==> src/rtl/flit_ejector.sv <==
// Network-adapter receive side: checks flit destination, strips the header and queues payloads for the core.
// Optional build macro FLIT_EJECTOR_PARITY_EN adds even-parity checking over the whole flit (header[0] = parity bit).
module flit_ejector #(
  parameter int message_size  = 32,
  parameter int address_size  = 4,
  parameter int header_size   = 8,
  parameter int flit_size     = 40,
  parameter int fifo_depth    = 4,
  parameter int drop_cnt_size = 8
) (
  input  logic                     clk,
  input  logic                     rst_n,
  input  logic [address_size-1:0]  local_address,
  input  logic [flit_size-1:0]     flit_in,
  input  logic                     flit_valid,
  output logic                     flit_ready,
  output logic [message_size-1:0]  message_out,
  output logic                     message_valid,
  input  logic                     message_ready,
  output logic [drop_cnt_size-1:0] drop_count
`ifdef FLIT_EJECTOR_PARITY_EN
  ,
  output logic                     parity_err
`endif
);

  localparam int ptr_w = (fifo_depth > 1) ? $clog2(fifo_depth) : 1;

  localparam logic [ptr_w-1:0]         ptr_one    = ptr_w'(1);
  localparam logic [ptr_w:0]           cnt_one    = (ptr_w + 1)'(1);
  localparam logic [ptr_w:0]           full_count = (ptr_w + 1)'(fifo_depth);
  localparam logic [drop_cnt_size-1:0] drop_one   = drop_cnt_size'(1);

  logic [message_size-1:0]  r_mem [fifo_depth];
  logic [ptr_w-1:0]         r_wr_ptr;
  logic [ptr_w-1:0]         r_rd_ptr;
  logic [ptr_w:0]           r_count;
  logic [drop_cnt_size-1:0] r_drop_count;

  logic w_accept;
  logic w_addr_match;
  logic w_flit_bad;
  logic w_push;
  logic w_drop;
  logic w_pop;

  // The destination field sits in the top bits of the header, which are the top bits of the flit.
  assign w_addr_match = (flit_in[flit_size-1 -: address_size] == local_address);

`ifdef FLIT_EJECTOR_PARITY_EN
  logic r_parity_err;
  logic w_parity_bad;

  assign w_parity_bad = ^flit_in;
  assign w_flit_bad   = w_parity_bad;

  always_ff @(posedge clk or negedge rst_n) begin
    if (!rst_n) r_parity_err <= 1'b0;
    else        r_parity_err <= w_accept && w_parity_bad;
  end

  assign parity_err = r_parity_err;
`else
  logic w_unused_rsvd;

  assign w_unused_rsvd = ^flit_in[message_size +: (header_size - address_size)];
  assign w_flit_bad    = 1'b0;
`endif

  assign flit_ready    = (r_count != full_count);
  assign message_valid = (r_count != '0);
  assign message_out   = message_valid ? r_mem[r_rd_ptr] : '0;

  assign w_accept = flit_valid && flit_ready;
  assign w_push   = w_accept && w_addr_match && !w_flit_bad;
  assign w_drop   = w_accept && !w_push;
  assign w_pop    = message_valid && message_ready;

  // NOTE: payload storage has no reset; message_valid gates every read, so stale contents never escape.
  always_ff @(posedge clk) begin
    if (w_push) r_mem[r_wr_ptr] <= flit_in[message_size-1:0];
  end

  // NOTE: all state uses non-blocking assignments so every register samples pre-edge values.
  always_ff @(posedge clk or negedge rst_n) begin
    if (!rst_n) begin
      r_wr_ptr <= '0;
      r_rd_ptr <= '0;
      r_count  <= '0;
    end else begin
      if (w_push) r_wr_ptr <= r_wr_ptr + ptr_one;
      if (w_pop)  r_rd_ptr <= r_rd_ptr + ptr_one;
      case ({w_push, w_pop})
        2'b10:   r_count <= r_count + cnt_one;
        2'b01:   r_count <= r_count - cnt_one;
        default: r_count <= r_count;
      endcase
    end
  end

  // Saturates instead of wrapping so a flood of misrouted flits stays visible.
  always_ff @(posedge clk or negedge rst_n) begin
    if (!rst_n)                              r_drop_count <= '0;
    else if (w_drop && (r_drop_count != '1)) r_drop_count <= r_drop_count + drop_one;
  end

  assign drop_count = r_drop_count;

endmodule

==> config.mk <==
export PLATFORM = sky130hd
export DESIGN_NAME = flit_ejector
export DESIGN_NICKNAME = d
export VERILOG_FILES = /design/src/rtl/flit_ejector.sv
export SDC_FILE = /design/constraint.sdc
export NUM_CORES = 1
export LEC_CHECK = 0
export ABC_AREA = 1
export CORE_UTILIZATION = 55
export CTS_CLUSTER_DIAMETER = 30
export CTS_CLUSTER_SIZE = 16
export DETAILED_ROUTE_END_ITERATION = 10
export PLACE_DENSITY = 0.81
export SETUP_SLACK_MARGIN = 0.15
export SYNTH_ARGS = -nofsm -noshare
export SYNTH_HDL_FRONTEND = slang
export SYNTH_SLANG_ARGS = --single-unit
==> constraint.sdc <==
create_clock -name clk -period 7.5 [get_ports clk]
set_clock_uncertainty 0.15 [all_clocks]
set_input_delay 1.875 -clock clk [delete_from_list [all_inputs] [get_ports clk]]
set_output_delay 1.875 -clock clk [all_outputs]
set_load 0.01 [all_outputs]
# After elaboration in Yosys (flattened, before gate mapping)
# Memory sizes are Yosys's and may differ from the RTL's.
# Index checks and enable logic that the tools add are counted.
word_totals:
  wordCells: 27
  mem_count: 1
  latch_bits: 0
  ram_bits: 128
  out_inout_bits: 42
  input_bits: 48
  romBits: 0
  ff_bits: 15
op_classes:
  multipliers: 0
  n_lt_le_gt_ge: 0
  n_addsub: 5
  n_shift: 0
  n_div: 0
  n_mux: 4
  n_reduce_logical: 8
  n_eq_ne: 5
  n_bitwise: 0
memory_table:
  columns: ["memory", "depth", "width", "read_ports", "rd_ports_with_merged_regs", "write_ports", "line", "text"]
  rows:
  - ["r_mem", 4, 32, 1, 0, 1, "34", "logic [message_size-1:0] r_mem [fifo_depth];"]
ops:
  columns: ["op", "count"]
  rows:
  - ["2-to-1 mux 32 bit", 1]
  - ["adder 8 x 1 -> 8 bit, second input constant", 1]
  - ["!= test 8 bit, second input constant", 1]
  - ["case mux 3 bit (2 select lines)", 1]
  - ["logical AND 1 bit", 5]
  - ["adder 2 x 1 -> 2 bit, second input constant", 2]
  - ["== test 4 bit", 1]
  - ["adder 3 x 1 -> 3 bit, second input constant", 1]
  - ["!= test 3 bit, second input constant", 1]
  - ["nonzero test 3 bit", 1]
  - ["subtractor 3 x 1 -> 3 bit, second input constant", 1]
  - ["== test 2 x 1 -> 1 bit, second input constant", 1]
  - ["== test 2 bit, second input constant", 1]
  - ["2-to-1 mux 1 bit", 2]
  - ["nonzero test 2 bit", 1]
  - ["zero test 1 bit", 1]

# Depth between registers and ports, before layout
depth:
  ltp_word: 6
  mapped_depth: 11
  depth_no_buf: 11

# Least setup slack after synthesis
# Ideal clock, no wire load.
synth_timing:
  path_kind: "input -> register"
  startpoint: "input local_address[1]"
  endpoint: "memory r_mem[0][0] (enable)"
  path_buffers: 0
  path_slack_ns: 3.242
  arrival_ns: 3.687
  cell_stages: 6
  required_ns: 6.929
  setup_ns: 0.421
  path_cell_list: "inv_1 -> nand2_1 -> nand2_1 -> nor2_2 -> nand3_4 -> nor2_1"
synth_via:
  elab_chain_cells: 4
synth_rtl:
  columns: ["element", "line", "text"]
  rows:
  - ["start, declared", "13", "input logic [address_size-1:0] local_address,"]
  - ["== test 4 bit", "48", "assign w_addr_match = (flit_in[flit_size-1 -: address_size] == local_address);"]
  - ["logical AND 1 bit", "75", "assign w_push = w_accept && w_addr_match && !w_flit_bad;"]
  - ["2-to-1 mux 1 bit", "81", "if (w_push) r_mem[r_wr_ptr] <= flit_in[message_size-1:0];"]
  - ["2-to-1 mux 1 bit (not written as such)", "81", null]
  - ["end, declared", "34", null]
# No other way between the ends.

# Worst setup path after layout
layout_timing:
  startpoint: "register r_rd_ptr[0]"
  endpoint: "output message_out[31]"
layout_via:
  elab_chain_cells: 2
layout_rtl:
  columns: ["element", "line", "text"]
  rows:
  - ["start, declared", "36", "logic [ptr_w-1:0] r_rd_ptr;"]
  - ["start signal, assigned", "92", "if (w_pop) r_rd_ptr <= r_rd_ptr + ptr_one;"]
  - ["memory read (4 x 32 bit)", null, null]
  - ["2-to-1 mux 32 bit", "72", "assign message_out = message_valid ? r_mem[r_rd_ptr] : '0;"]
  - ["end, declared", "17", "output logic [message_size-1:0] message_out,"]
# No other way between the ends.

==> run_summary.xml <==
<?xml version="1.0" encoding="UTF-8"?>
<metrics>
  <group name="route">
    <metric name="detail_route.wirelength" unit="mm">12.1</metric>
    <metric name="antenna_left" unit="">0</metric>
    <metric name="drcViolationCount" unit="">0</metric>
    <metric name="first_iter_violations" unit="">361</metric>
    <metric name="wire_per_inst" unit="µm">16.4</metric>
    <metric name="detail_route.first_pass.iterations" unit="">6</metric>
    <metric name="avgViaCountPerCell" unit="">5.45</metric>
    <metric name="num_vias" unit="">4032</metric>
  </group>
  <group name="global_routing">
    <metric name="antenna_found_initial" unit="">0</metric>
    <metric name="grt_overflow" unit="">0</metric>
    <metric name="grt_pass1_vias" unit="">3931</metric>
    <metric name="grt_pass1_wl" unit="mm">19.3</metric>
    <metric name="grtUsageTotal" unit="%">23.1</metric>
    <metric name="grt_start_max_net_pins" unit="">67</metric>
  </group>
  <group name="clocking">
    <metric name="htree_num_levels" unit="">4</metric>
    <metric name="tritoncts" unit="">yes</metric>
    <metric name="cts.hold.buffers_added" unit="">0</metric>
    <metric name="clock_path_buffers" unit="">2</metric>
    <metric name="cts_num_sinks" unit="">143</metric>
    <metric name="clock_insertion_delay_at_the_later_pin_of_the_skew_report" unit="ns">0.52</metric>
    <metric name="post_cts_resize_count" unit="">0</metric>
    <metric name="tritoncts.num_buffers" unit="">17</metric>
    <metric name="cts-root-buf" unit="">sky130_fd_sc_hd__clkbuf_8</metric>
    <metric name="clk_pin_slew_worst_paths" unit="ns">0.06</metric>
    <metric name="post-cts-setup-buffer-count" unit="">0</metric>
  </group>
  <group name="setup_path">
    <metric name="rr_worst_depth" unit="">7</metric>
    <metric name="cp_max_fo" unit="">64</metric>
    <metric name="worst_path_max_delay_cell" unit="">sky130_fd_sc_hd__inv_2</metric>
    <metric name="setup.worst_path.start_class" unit="">flip-flop</metric>
    <metric name="required" unit="ns">5.48</metric>
    <metric name="critical_path_class" unit="">flip-flop to primary output</metric>
    <metric name="worstPathArrival" unit="ns">2.82</metric>
    <metric name="slowest_delay" unit="ns">0.72</metric>
    <metric name="timing.critical_path.cells" unit="">inv_2 &gt; o21ai_0 &gt; a21oi_1 &gt; clkdlybuf4s50_1</metric>
    <metric name="crit_path_end_kind" unit="">primary output</metric>
  </group>
  <group name="power">
    <metric name="p_switching" unit="W">0.000986</metric>
    <metric name="power_density" unit="nW/µm²">380</metric>
    <metric name="internal_power" unit="W">0.00186</metric>
    <metric name="combPwrFrac" unit="%">38.5</metric>
    <metric name="p_leak" unit="nW">2.68</metric>
    <metric name="total_power" unit="W">0.00284</metric>
    <metric name="pwr-share-seq" unit="%">33.8</metric>
    <metric name="ir_drop" unit="mV">0.251</metric>
    <metric name="switching_share" unit="%">34.7</metric>
    <metric name="p_clk_share" unit="%">27.7</metric>
  </group>
  <group name="final_layout">
    <metric name="most_common_cell_after_layout_fill_and_taps_aside" unit="">sky130_fd_sc_hd__nor2_1</metric>
    <metric name="areaGrowthSynthToFinish" unit="%">25.4</metric>
    <metric name="final_cell_mix" unit="">sky130_fd_sc_hd__nor2_1 (131), sky130_fd_sc_hd__edfxtp_1 (128), sky130_fd_sc_hd__clkdlybuf4s50_1 (85)</metric>
    <metric name="multiInputGateArea" unit="µm²">1560</metric>
    <metric name="post-route-cell-area" unit="µm²">7500</metric>
    <metric name="number_of_nets_in_the_layout" unit="">646</metric>
    <metric name="post_layout_nonfiller_instances" unit="">740</metric>
    <metric name="layout-drive-gt1-share" unit="%">9.11</metric>
    <metric name="antenna-diode-count" unit="">0</metric>
    <metric name="fill_cells" unit="">669</metric>
    <metric name="seq_area" unit="µm²">4220</metric>
    <metric name="layout.core_utilization" unit="%">72.0</metric>
  </group>
  <group name="floorplan">
    <metric name="die-height" unit="µm">106</metric>
    <metric name="floorplan.core_area" unit="µm²">10400</metric>
    <metric name="start_util" unit="%">57.4</metric>
    <metric name="num_io_pins" unit="">90</metric>
    <metric name="placement_row_count" unit="">37</metric>
    <metric name="chipWidth" unit="µm">106</metric>
    <metric name="dieArea" unit="µm²">11300</metric>
  </group>
  <group name="synth">
    <metric name="synth_async_sr_flop_share" unit="%">10.5</metric>
    <metric name="yosysSeqAreaShare" unit="%">70.6</metric>
    <metric name="yosysUniqueCellTypes" unit="">27</metric>
    <metric name="ys.warnings.count" unit="">0</metric>
    <metric name="synth-seq-cells" unit="">143</metric>
    <metric name="synth.net_count" unit="">562</metric>
    <metric name="mappedNetlistArea" unit="µm²">5980</metric>
    <metric name="cells_after_synth" unit="">507</metric>
    <metric name="count_of_flip_flops_with_a_built_in_enable_after_synthesis" unit="">128</metric>
    <metric name="synth.avg_cell_area" unit="µm²">11.8</metric>
    <metric name="ys.flop_type" unit="">sky130_fd_sc_hd__edfxtp_1</metric>
  </group>
  <group name="placement">
    <metric name="placement.cell_area" unit="µm²">6930</metric>
    <metric name="detailed_place_hpwl" unit="mm">6.81</metric>
    <metric name="place.detailed.instances" unit="">708</metric>
    <metric name="global_placer_s_final_weighted_congestion" unit="">0.804</metric>
    <metric name="io_buffers" unit="">85</metric>
  </group>
  <group name="run">
    <metric name="drv_cap" unit="">0</metric>
  </group>
  <group name="sta">
    <metric name="report.final.slew_viol_count" unit="">0</metric>
    <metric name="timing.slew.headroom" unit="%">27.5</metric>
    <metric name="max_slew.worst_pin.slew" unit="ns">1.09</metric>
    <metric name="unrepaired_setup_endpoints_after_global_routing" unit="">no</metric>
    <metric name="max_clock_freq" unit="MHz">206</metric>
    <metric name="timing.final.crit_period" unit="ns">4.84</metric>
    <metric name="setup_viol" unit="">0</metric>
    <metric name="hold_viol" unit="">0</metric>
    <metric name="totalNegativeSetupSlack" unit="ns">0</metric>
    <metric name="post-route-period-util" unit="%">64.6</metric>
  </group>
  <group name="min_path">
    <metric name="hold_depth" unit="">2</metric>
    <metric name="min-delay-path-class" unit="">flip-flop to flip-flop</metric>
  </group>
  <group name="outcome">
    <metric name="status" unit="">completed</metric>
  </group>
</metrics>
## critical path, delay by kind of cell, from the launching register on
family                 cells  cell delay, ns
flip-flops                 1            0.40
AO/OA/AOI/OAI              2            0.58
buffers and inverters      2            1.30
## synth_stat cells (5+ instances only)
master,count,area [µm²]
sky130_fd_sc_hd__a21oi_1,33,165
sky130_fd_sc_hd__dfrtp_1,15,375
sky130_fd_sc_hd__o21ai_1,32,160
sky130_fd_sc_hd__buf_2,7,35.0
sky130_fd_sc_hd__o21ai_0,37,185
sky130_fd_sc_hd__nor2_1,135,507
sky130_fd_sc_hd__buf_4,5,37.5
sky130_fd_sc_hd__clkbuf_1,11,41.3
sky130_fd_sc_hd__inv_1,23,86.3
sky130_fd_sc_hd__edfxtp_1,128,3840
sky130_fd_sc_hd__nand2_1,41,154
sky130_fd_sc_hd__nand4_1,8,50.1
sky130_fd_sc_hd__ha_1,6,75.1
## layout make-up
class / instances / share of cell area [%]
well taps: 136 / 2.27
inverters: 26 / 1.30
multi-input cells: 314 / 20.8
clock inverters: 15 / 2.05
repair buffers: 89 / 11.8
clock buffers: 17 / 5.52
flip-flops and latches: 143 / 56.3
## per-layer routing
layer  GRT usage [%]  routed length (µm)  vias up
met5               0                   0        -
met2            38.7                6300      153
met3            5.76                 895       15
met4            8.93                 148        0
li1                -                   -     1931
met1            29.0                4780     1933
## cells by family (layout without fill, tap and decap cells)
group                    after synthesis  after routing  share of synthesized area [%]
AND/OR/NAND/NOR                      197            197                           14.1
flip-flops                           143            143                           70.6
AO/OA/AOI/OAI                        102            102                           8.54
buffers and inverters                 50            147                           3.87
XOR/XNOR                               8              8                           1.30
adder cells (fa/ha/maj)                7              7                           1.59
## power groups by stage
stage	Clock, W	Combinational [W]	Sequential [W]
finish	0.000788	0.00109	0.000963
detailed placement	0	0.00109	0.000979
global placement	0	0.00105	0.000975
global route	0.000837	0.00120	0.000967
CTS	0.000795	0.00110	0.000962
floorplan	0	0.000618	0.000977
## state kept, by name (all words and copies together), names as in the netlist
name	count
drop_count	8
r_mem	128
r_count	3
r_wr_ptr	2
r_rd_ptr	2
## path summary, 6_finish.rpt
path | start | endpoint | slack [ns]
worst min register to register | drop_count[1] | drop_count[1] | 0.41
max in group asynchronous | rst_n | r_rd_ptr[0] | 5.08
worst min-delay path | drop_count[1] | drop_count[1] | 0.41
worst max-delay path | r_rd_ptr[0] | message_out[31] | 2.66
min in group asynchronous | rst_n | drop_count[3] | 1.63
worst max register to register | r_count[0] | r_count[1] | 4.74
## through the flow
| step | setup WS [ns] | hold slack (ns) |
|---|---|---|
| floorplan | 3.24 | 0.359 |
| global placement | 3.13 | 0.376 |
| detailed placement | 3.08 | 0.394 |
| CTS | 2.62 | 0.407 |
| global route | 2.48 | 0.437 |
| finish | 2.66 | 0.413 |
No activity file was read; power rests on OpenSTA's default activity.
